**config.mk**
```make
export PLATFORM = sky130hd
export DESIGN_NAME = hilo_div_ctrl
export DESIGN_NICKNAME = d
export VERILOG_FILES = /design/src/rtl/hilo_div_ctrl.sv
export SDC_FILE = /design/constraint.sdc
export NUM_CORES = 1
export LEC_CHECK = 0
export ABC_CLOCK_PERIOD_IN_PS = 5610
export BUFFER_PORTS_ARGS = -buffer_cell sky130_fd_sc_hd__buf_2
export CORE_MARGIN = 3
export CORE_UTILIZATION = 51
export CTS_CLUSTER_DIAMETER = 50
export DETAILED_ROUTE_END_ITERATION = 7
export PLACE_DENSITY_LB_ADDON = 0.08
export SETUP_SLACK_MARGIN = 0.5
export SLEW_MARGIN = 20
export SYNTH_ARGS = -nofsm -noshare
export SYNTH_HDL_FRONTEND = slang
export SYNTH_SLANG_ARGS = --single-unit
```
**constraint.sdc**
```tcl
create_clock -name clk -period 5.61 [get_ports clk]
set_input_delay 0.2805 -clock clk [delete_from_list [all_inputs] [get_ports clk]]
set_output_delay 0.2805 -clock clk [all_outputs]
set_load 0.005 [all_outputs]
```
**src/rtl/hilo_div_ctrl.sv**
```systemverilog
// ============================================================================
// hilo_div_ctrl
// ----------------------------------------------------------------------------
// Issue and writeback controller sitting between the EX stage and the
// 32-stage pipelined divider. A DIV/DIVU seen in EX is captured into operand
// registers, handed to the divider with a single-cycle request, and the
// pipeline is held until the divider's completion pulse. The quotient is then
// committed to LO and the remainder to HI. The block also owns the
// architectural HI/LO registers, serves MTHI/MTLO writes while idle, and
// discards the result of a division that was flushed while in flight.
//
// No arithmetic happens here; signedness is forwarded to the divider.
//
// Ports
//   clk           in   core clock, shared with the divider
//   resetn        in   asynchronous active-low reset
//   ex_div_valid  in   EX holds a DIV/DIVU
//   ex_div_signed in   1 = DIV, 0 = DIVU
//   ex_src_a      in   [31:0] dividend (rs)
//   ex_src_b      in   [31:0] divisor (rt)
//   ex_hilo_use   in   EX holds MFHI/MFLO/MTHI/MTLO
//   ex_mthi       in   MTHI write request
//   ex_mtlo       in   MTLO write request
//   ex_wdata      in   [31:0] MTHI/MTLO write data
//   flush         in   exception/eret flush of EX and younger
//   stall         out  hold EX and upstream
//   div_req       out  one-cycle request to the divider
//   div_signed    out  signedness to the divider (0 when div_req=0)
//   div_x         out  [31:0] dividend to the divider (0 when div_req=0)
//   div_y         out  [31:0] divisor to the divider (0 when div_req=0)
//   div_s         in   [31:0] divider quotient
//   div_r         in   [31:0] divider remainder
//   div_complete  in   divider result valid, one-cycle pulse
//   hi            out  [31:0] HI register
//   lo            out  [31:0] LO register
//
// Build option
//   DIV_ZERO_SKIP_EN : when defined, a division by zero skips the divider
//                      entirely (no request, HI/LO unchanged, one stall
//                      cycle). When undefined, a zero divisor takes the
//                      normal path and HI/LO receive whatever the divider
//                      returns.
// ============================================================================
module hilo_div_ctrl (
    input  logic        clk,
    input  logic        resetn,
    input  logic        ex_div_valid,
    input  logic        ex_div_signed,
    input  logic [31:0] ex_src_a,
    input  logic [31:0] ex_src_b,
    input  logic        ex_hilo_use,
    input  logic        ex_mthi,
    input  logic        ex_mtlo,
    input  logic [31:0] ex_wdata,
    input  logic        flush,
    output logic        stall,
    output logic        div_req,
    output logic        div_signed,
    output logic [31:0] div_x,
    output logic [31:0] div_y,
    input  logic [31:0] div_s,
    input  logic [31:0] div_r,
    input  logic        div_complete,
    output logic [31:0] hi,
    output logic [31:0] lo
);

    typedef enum logic [1:0] {
        ST_IDLE  = 2'd0,
        ST_ISSUE = 2'd1,
        ST_WAIT  = 2'd2,
        ST_DONE  = 2'd3
    } state_e;

    state_e      state_q,   state_d;
    logic        discard_q, discard_d;
    logic [31:0] hi_q,      hi_d;
    logic [31:0] lo_q,      lo_d;
    logic [31:0] opa_q,     opa_d;
    logic [31:0] opb_q,     opb_d;
    logic        sgn_q,     sgn_d;

    logic        stall_s;
    logic        req_s;

    // State, discard flag, operand and HI/LO registers.
    always_ff @(posedge clk or negedge resetn) begin
        if (!resetn) begin
            state_q   <= ST_IDLE;
            discard_q <= 1'b0;
            hi_q      <= 32'd0;
            lo_q      <= 32'd0;
            opa_q     <= 32'd0;
            opb_q     <= 32'd0;
            sgn_q     <= 1'b0;
        end else begin
            state_q   <= state_d;
            discard_q <= discard_d;
            hi_q      <= hi_d;
            lo_q      <= lo_d;
            opa_q     <= opa_d;
            opb_q     <= opb_d;
            sgn_q     <= sgn_d;
        end
    end

    // Next-state, operand capture and HI/LO update logic.
    always_comb begin
        state_d   = state_q;
        discard_d = discard_q;
        hi_d      = hi_q;
        lo_d      = lo_q;
        opa_d     = opa_q;
        opb_d     = opb_q;
        sgn_d     = sgn_q;

        case (state_q)
            ST_IDLE: begin
                if (ex_div_valid && !flush) begin
                    opa_d = ex_src_a;
                    opb_d = ex_src_b;
                    sgn_d = ex_div_signed;
`ifdef DIV_ZERO_SKIP_EN
                    // Zero divisor: retire immediately without touching HI/LO.
                    if (ex_src_b == 32'd0) begin
                        state_d = ST_DONE;
                    end else begin
                        state_d = ST_ISSUE;
                    end
`else
                    state_d = ST_ISSUE;
`endif
                end else begin
                    if (ex_mthi && !flush) begin
                        hi_d = ex_wdata;
                    end else begin
                        hi_d = hi_q;
                    end
                    if (ex_mtlo && !flush) begin
                        lo_d = ex_wdata;
                    end else begin
                        lo_d = lo_q;
                    end
                end
            end

            ST_ISSUE: begin
                // A flush here suppresses the request, so the divider never
                // starts and there is nothing to wait for.
                if (flush) begin
                    state_d = ST_IDLE;
                end else begin
                    state_d = ST_WAIT;
                end
            end

            ST_WAIT: begin
                if (div_complete) begin
                    discard_d = 1'b0;
                    // A flush coinciding with completion also kills the result.
                    if (discard_q || flush) begin
                        state_d = ST_IDLE;
                    end else begin
                        lo_d    = div_s;
                        hi_d    = div_r;
                        state_d = ST_DONE;
                    end
                end else if (flush) begin
                    // The divider cannot be cancelled; remember to drop its
                    // eventual result instead.
                    discard_d = 1'b1;
                end else begin
                    discard_d = discard_q;
                end
            end

            ST_DONE: begin
                // The stalled DIV retires this cycle; EX inputs are ignored.
                state_d = ST_IDLE;
            end

            default: begin
                state_d   = ST_IDLE;
                discard_d = 1'b0;
            end
        endcase
    end

    // Stall and divider request decode.
    always_comb begin
        stall_s = 1'b0;
        req_s   = 1'b0;

        case (state_q)
            ST_IDLE: begin
                stall_s = ex_div_valid & ~flush;
            end

            ST_ISSUE, ST_WAIT: begin
                // While a live division is pending, EX is held. Once it is
                // being discarded, only instructions that need the divider
                // or HI/LO must wait for it to drain.
                if (discard_q || flush) begin
                    stall_s = ex_div_valid | ex_hilo_use;
                end else begin
                    stall_s = 1'b1;
                end
                if ((state_q == ST_ISSUE) && !flush) begin
                    req_s = 1'b1;
                end else begin
                    req_s = 1'b0;
                end
            end

            ST_DONE: begin
                stall_s = 1'b0;
            end

            default: begin
                stall_s = 1'b0;
                req_s   = 1'b0;
            end
        endcase
    end

    assign stall      = stall_s;
    assign div_req    = req_s;
    // Operands are only presented alongside the request, zero otherwise.
    assign div_signed = req_s ? sgn_q : 1'b0;
    assign div_x      = req_s ? opa_q : 32'd0;
    assign div_y      = req_s ? opb_q : 32'd0;
    assign hi         = hi_q;
    assign lo         = lo_q;

endmodule

```
==> flow_summary.ini <==
[cts]
cts_buffers = 17
clk_pin_slew_worst_paths_ps = 50
cts_tree = built
cts_buffer_depth = 2
clock_latency_ps = 410
h-tree-depth = 4
cts_sinks = 132
cts_setup_buffers = 0
clockRootBuffer = clkbuf_16

[power]
power.density_nw_per_um2 = 523.4
cellLeakagePower_nw = 4.259
seqPwrFrac_pct = 37.6
p_comb_share_pct = 38.0
p_clk_share_pct = 24.4
net-switching-power_w = 0.001365
irDropWorstVdd_v = 0.0002366
p_int_w = 0.003099
power.share.switching_pct = 30.58

[detailed_routing]
drtPass1Iterations = 4
vias = 4712
finalWirelength_mm = 16.08
avgViaCountPerCell = 4.893
routedWlPerCell_um = 16.70
ant_nets = 0
drc = 0
drtIter0Drc = 255

[floorplanning]
die_area_sq_um = 13790
fp.dieW_um = 117.4
ioPinCount = 300
start_util_pct = 52.49
dieHeight_um = 117.4
core_area_sq_um = 12060
rows = 40

[placement]
io_buffers = 299
gp_congestion = 0.8300
hpwlAfterDp_mm = 11.71

[synthesis]
ys_top_cells_by_area = dfrtp_1 52%, mux2_2 18%, mux2_4 7.1%
yosys-top-cells-count = 132 x dfrtp_1, 99 x mux2_2, 65 x and2_1
synth_cells = 491
syn_area_per_cell_sq_um = 12.89
yosysMostFrequentCell = dfrtp_1
ys_seq_elements = 132
synth_largest_area_cell = dfrtp_1
yosysUniqueCellTypes = 24
async_flop_share_pct = 100.0
synth_nets = 665
mappedNetlistArea_sq_um = 6331
synth.top_cell.area_share_pct = 52.17
synth_edf_count = 0
synth_seq_area_share_pct = 52.17
synth-main-ff-cell = dfrtp_1
yosys_warnings = 0

[setup_path]
startpoint_type = flip-flop
crit_path_cell_trace = inv_1 -> ha_2 -> nor2b_1 -> o2111ai_4 -> buf_4 -> mux2_4
worstPathMaxFanout = 38
crit_path_end_kind = flip-flop
rr_worst_depth = 6
arrival_ps = 3500
cpPeakStageDelay_ps = 900
r2r_slack_ps = 2390
cpMaxStageDelayCell = ha_2
crit_type = reg -> reg
cp_num_buf_inv = 2
reg2reg_to = hi[4]
crit_required_ps = 5900
rr_startpoint = state_q[0]
crit_family = adder cells

[finish]
diodes = 0
fin_util_pct = 70.71
nets = 957
syn_to_final_growth_pct = 34.70
drive_above_1_share_pct = 58.99

[job]
max_cap_violations = 0

[global_route]
antenna_found_initial = 1
grt_max_degree = 83
grt_pass1_vias = 4988
overflow = 0
grtUsageTotal_pct = 23.44
grt_pass1_wl_mm = 25.61

[timing]
fin_skew_ps = 7.615
finalCritPeriodShare_pct = 57.31
final.min_clock_period_ps = 3215
slew_headroom_pct = 32.10
slew_viol_final = 0
tightest_slew_ps = 1019
setup_viol = 0
finalSetupTns_ps = 0
rsz0062_at_grt = false
fmax_ghz = 0.3110
hold_viol = 0

[min_path]
hold_depth = 2
min_from = div_complete
hold_path_class = in -> reg
hold_end = discard_q

[outcome]
status = finished clean
[flip-flops by register name, summed over array words and instances (netlist names)]
register / cells
sgn_q: 1
opb_q: 32
discard_q: 1
state_q: 2
opa_q: 32
hi: 32
lo: 32
[power groups by stage]
stage | Clock (W) | Combinational (W) | Sequential [W]
3_5_place_dp | 0 | 0.00172 | 0.00168
2_1_floorplan | 0 | 0.00114 | 0.00166
6_report | 0.00109 | 0.00170 | 0.00168
3_3_place_gp | 0 | 0.00166 | 0.00167
5_1_grt | 0.00115 | 0.00187 | 0.00174
4_1_cts | 0.00111 | 0.00172 | 0.00168
[logic make-up (layout without fill, tap and decap cells)]
logic type      Yosys count  after routing  share of synthesized area, %
simple gates            111            111                         9.723
mux                     161            161                         29.78
compound gates           46             46                         4.269
flops                   132            132                         52.17
fa+ha+maj                 5              5                        0.9881
buf+inv                  36            340                         3.063
[what timing repair did]
action	4_1_cts	5_1_grt
hold buffers	0	1
gates resized for setup	0	0
hold endpoints to repair	0	81
[cell usage in the layout, fill, tap and decap left out, types with 3 or more instances in the layout]
master      Yosys  layout
a21oi_1        36      36
and2_1         65      65
buf_2          17     298
buf_4           4       5
clkbuf_16       0      17
clkbuf_8        0       4
clkinv_2        0       4
clkinvlp_4      0       3
dfrtp_1       132     132
ha_1            5       3
inv_1           4       4
mux2_2         99      99
mux2_4         30      30
mux2i_1        32      32
nand2b_1        5       5
nor2_1         34      33
nor2b_1         3       3
o21ai_0         5       5
[worst register-to-register path: cells and delay by family, from the launching register on]
family          cells  cell delay, ps
compound gates      1             660
fa+ha+maj           1             900
buf+inv             2             620
flops               1             390
mux                 1             350
simple gates        1             180
[stage by stage]
step                      setup slack, ps  power (W)  std cells  hold WS [ps]  cell area, sq um
after global placement               2395   0.003326        931         477.5              7918
final                                2395   0.004464        963         90.85              8528
after detailed placement             2226   0.003401        931         484.4              7918
after floorplan                      3713   0.002799        491        -15.09              6331
after global routing                 2178   0.004757        963         85.90              8528
after CTS                            2182   0.004505        962         81.62              8504
[worst max path at each step]
stage                           from      to  slack [ps]  cells past startpoint
final                     state_q[0]   hi[4]        2390                      6
after detailed placement  state_q[0]  lo[30]        2230                      7
after global routing      state_q[0]   hi[0]        2180                      6
after floorplan           state_q[0]   hi[0]        3710                      7
after CTS                 state_q[0]   lo[4]        2180                      7
after global placement    state_q[0]  lo[13]        2390                      7
[layer usage]
metal	vias to the layer above	part of all wire [%]	global-route usage [%]	routed length [um]
met1	2216	40	27.42	6424
met3	23	9.1	9.161	1464
met2	203	49	39.31	7859
met5	-	0.10	0	16
li1	2268	-	-	-
met4	2	1.9	8.504	313
[area by class of cell]
type,count,area (sq um)
clock buffer,22,484.2
clock inverter,9,102.6
fill,881,3533
inverter,4,15.01
multi-input combinational,323,2863
sequential,132,3303
tap,168,210.2
timing repair buffer,305,1550
No activity file was read; power rests on OpenSTA's default activity.
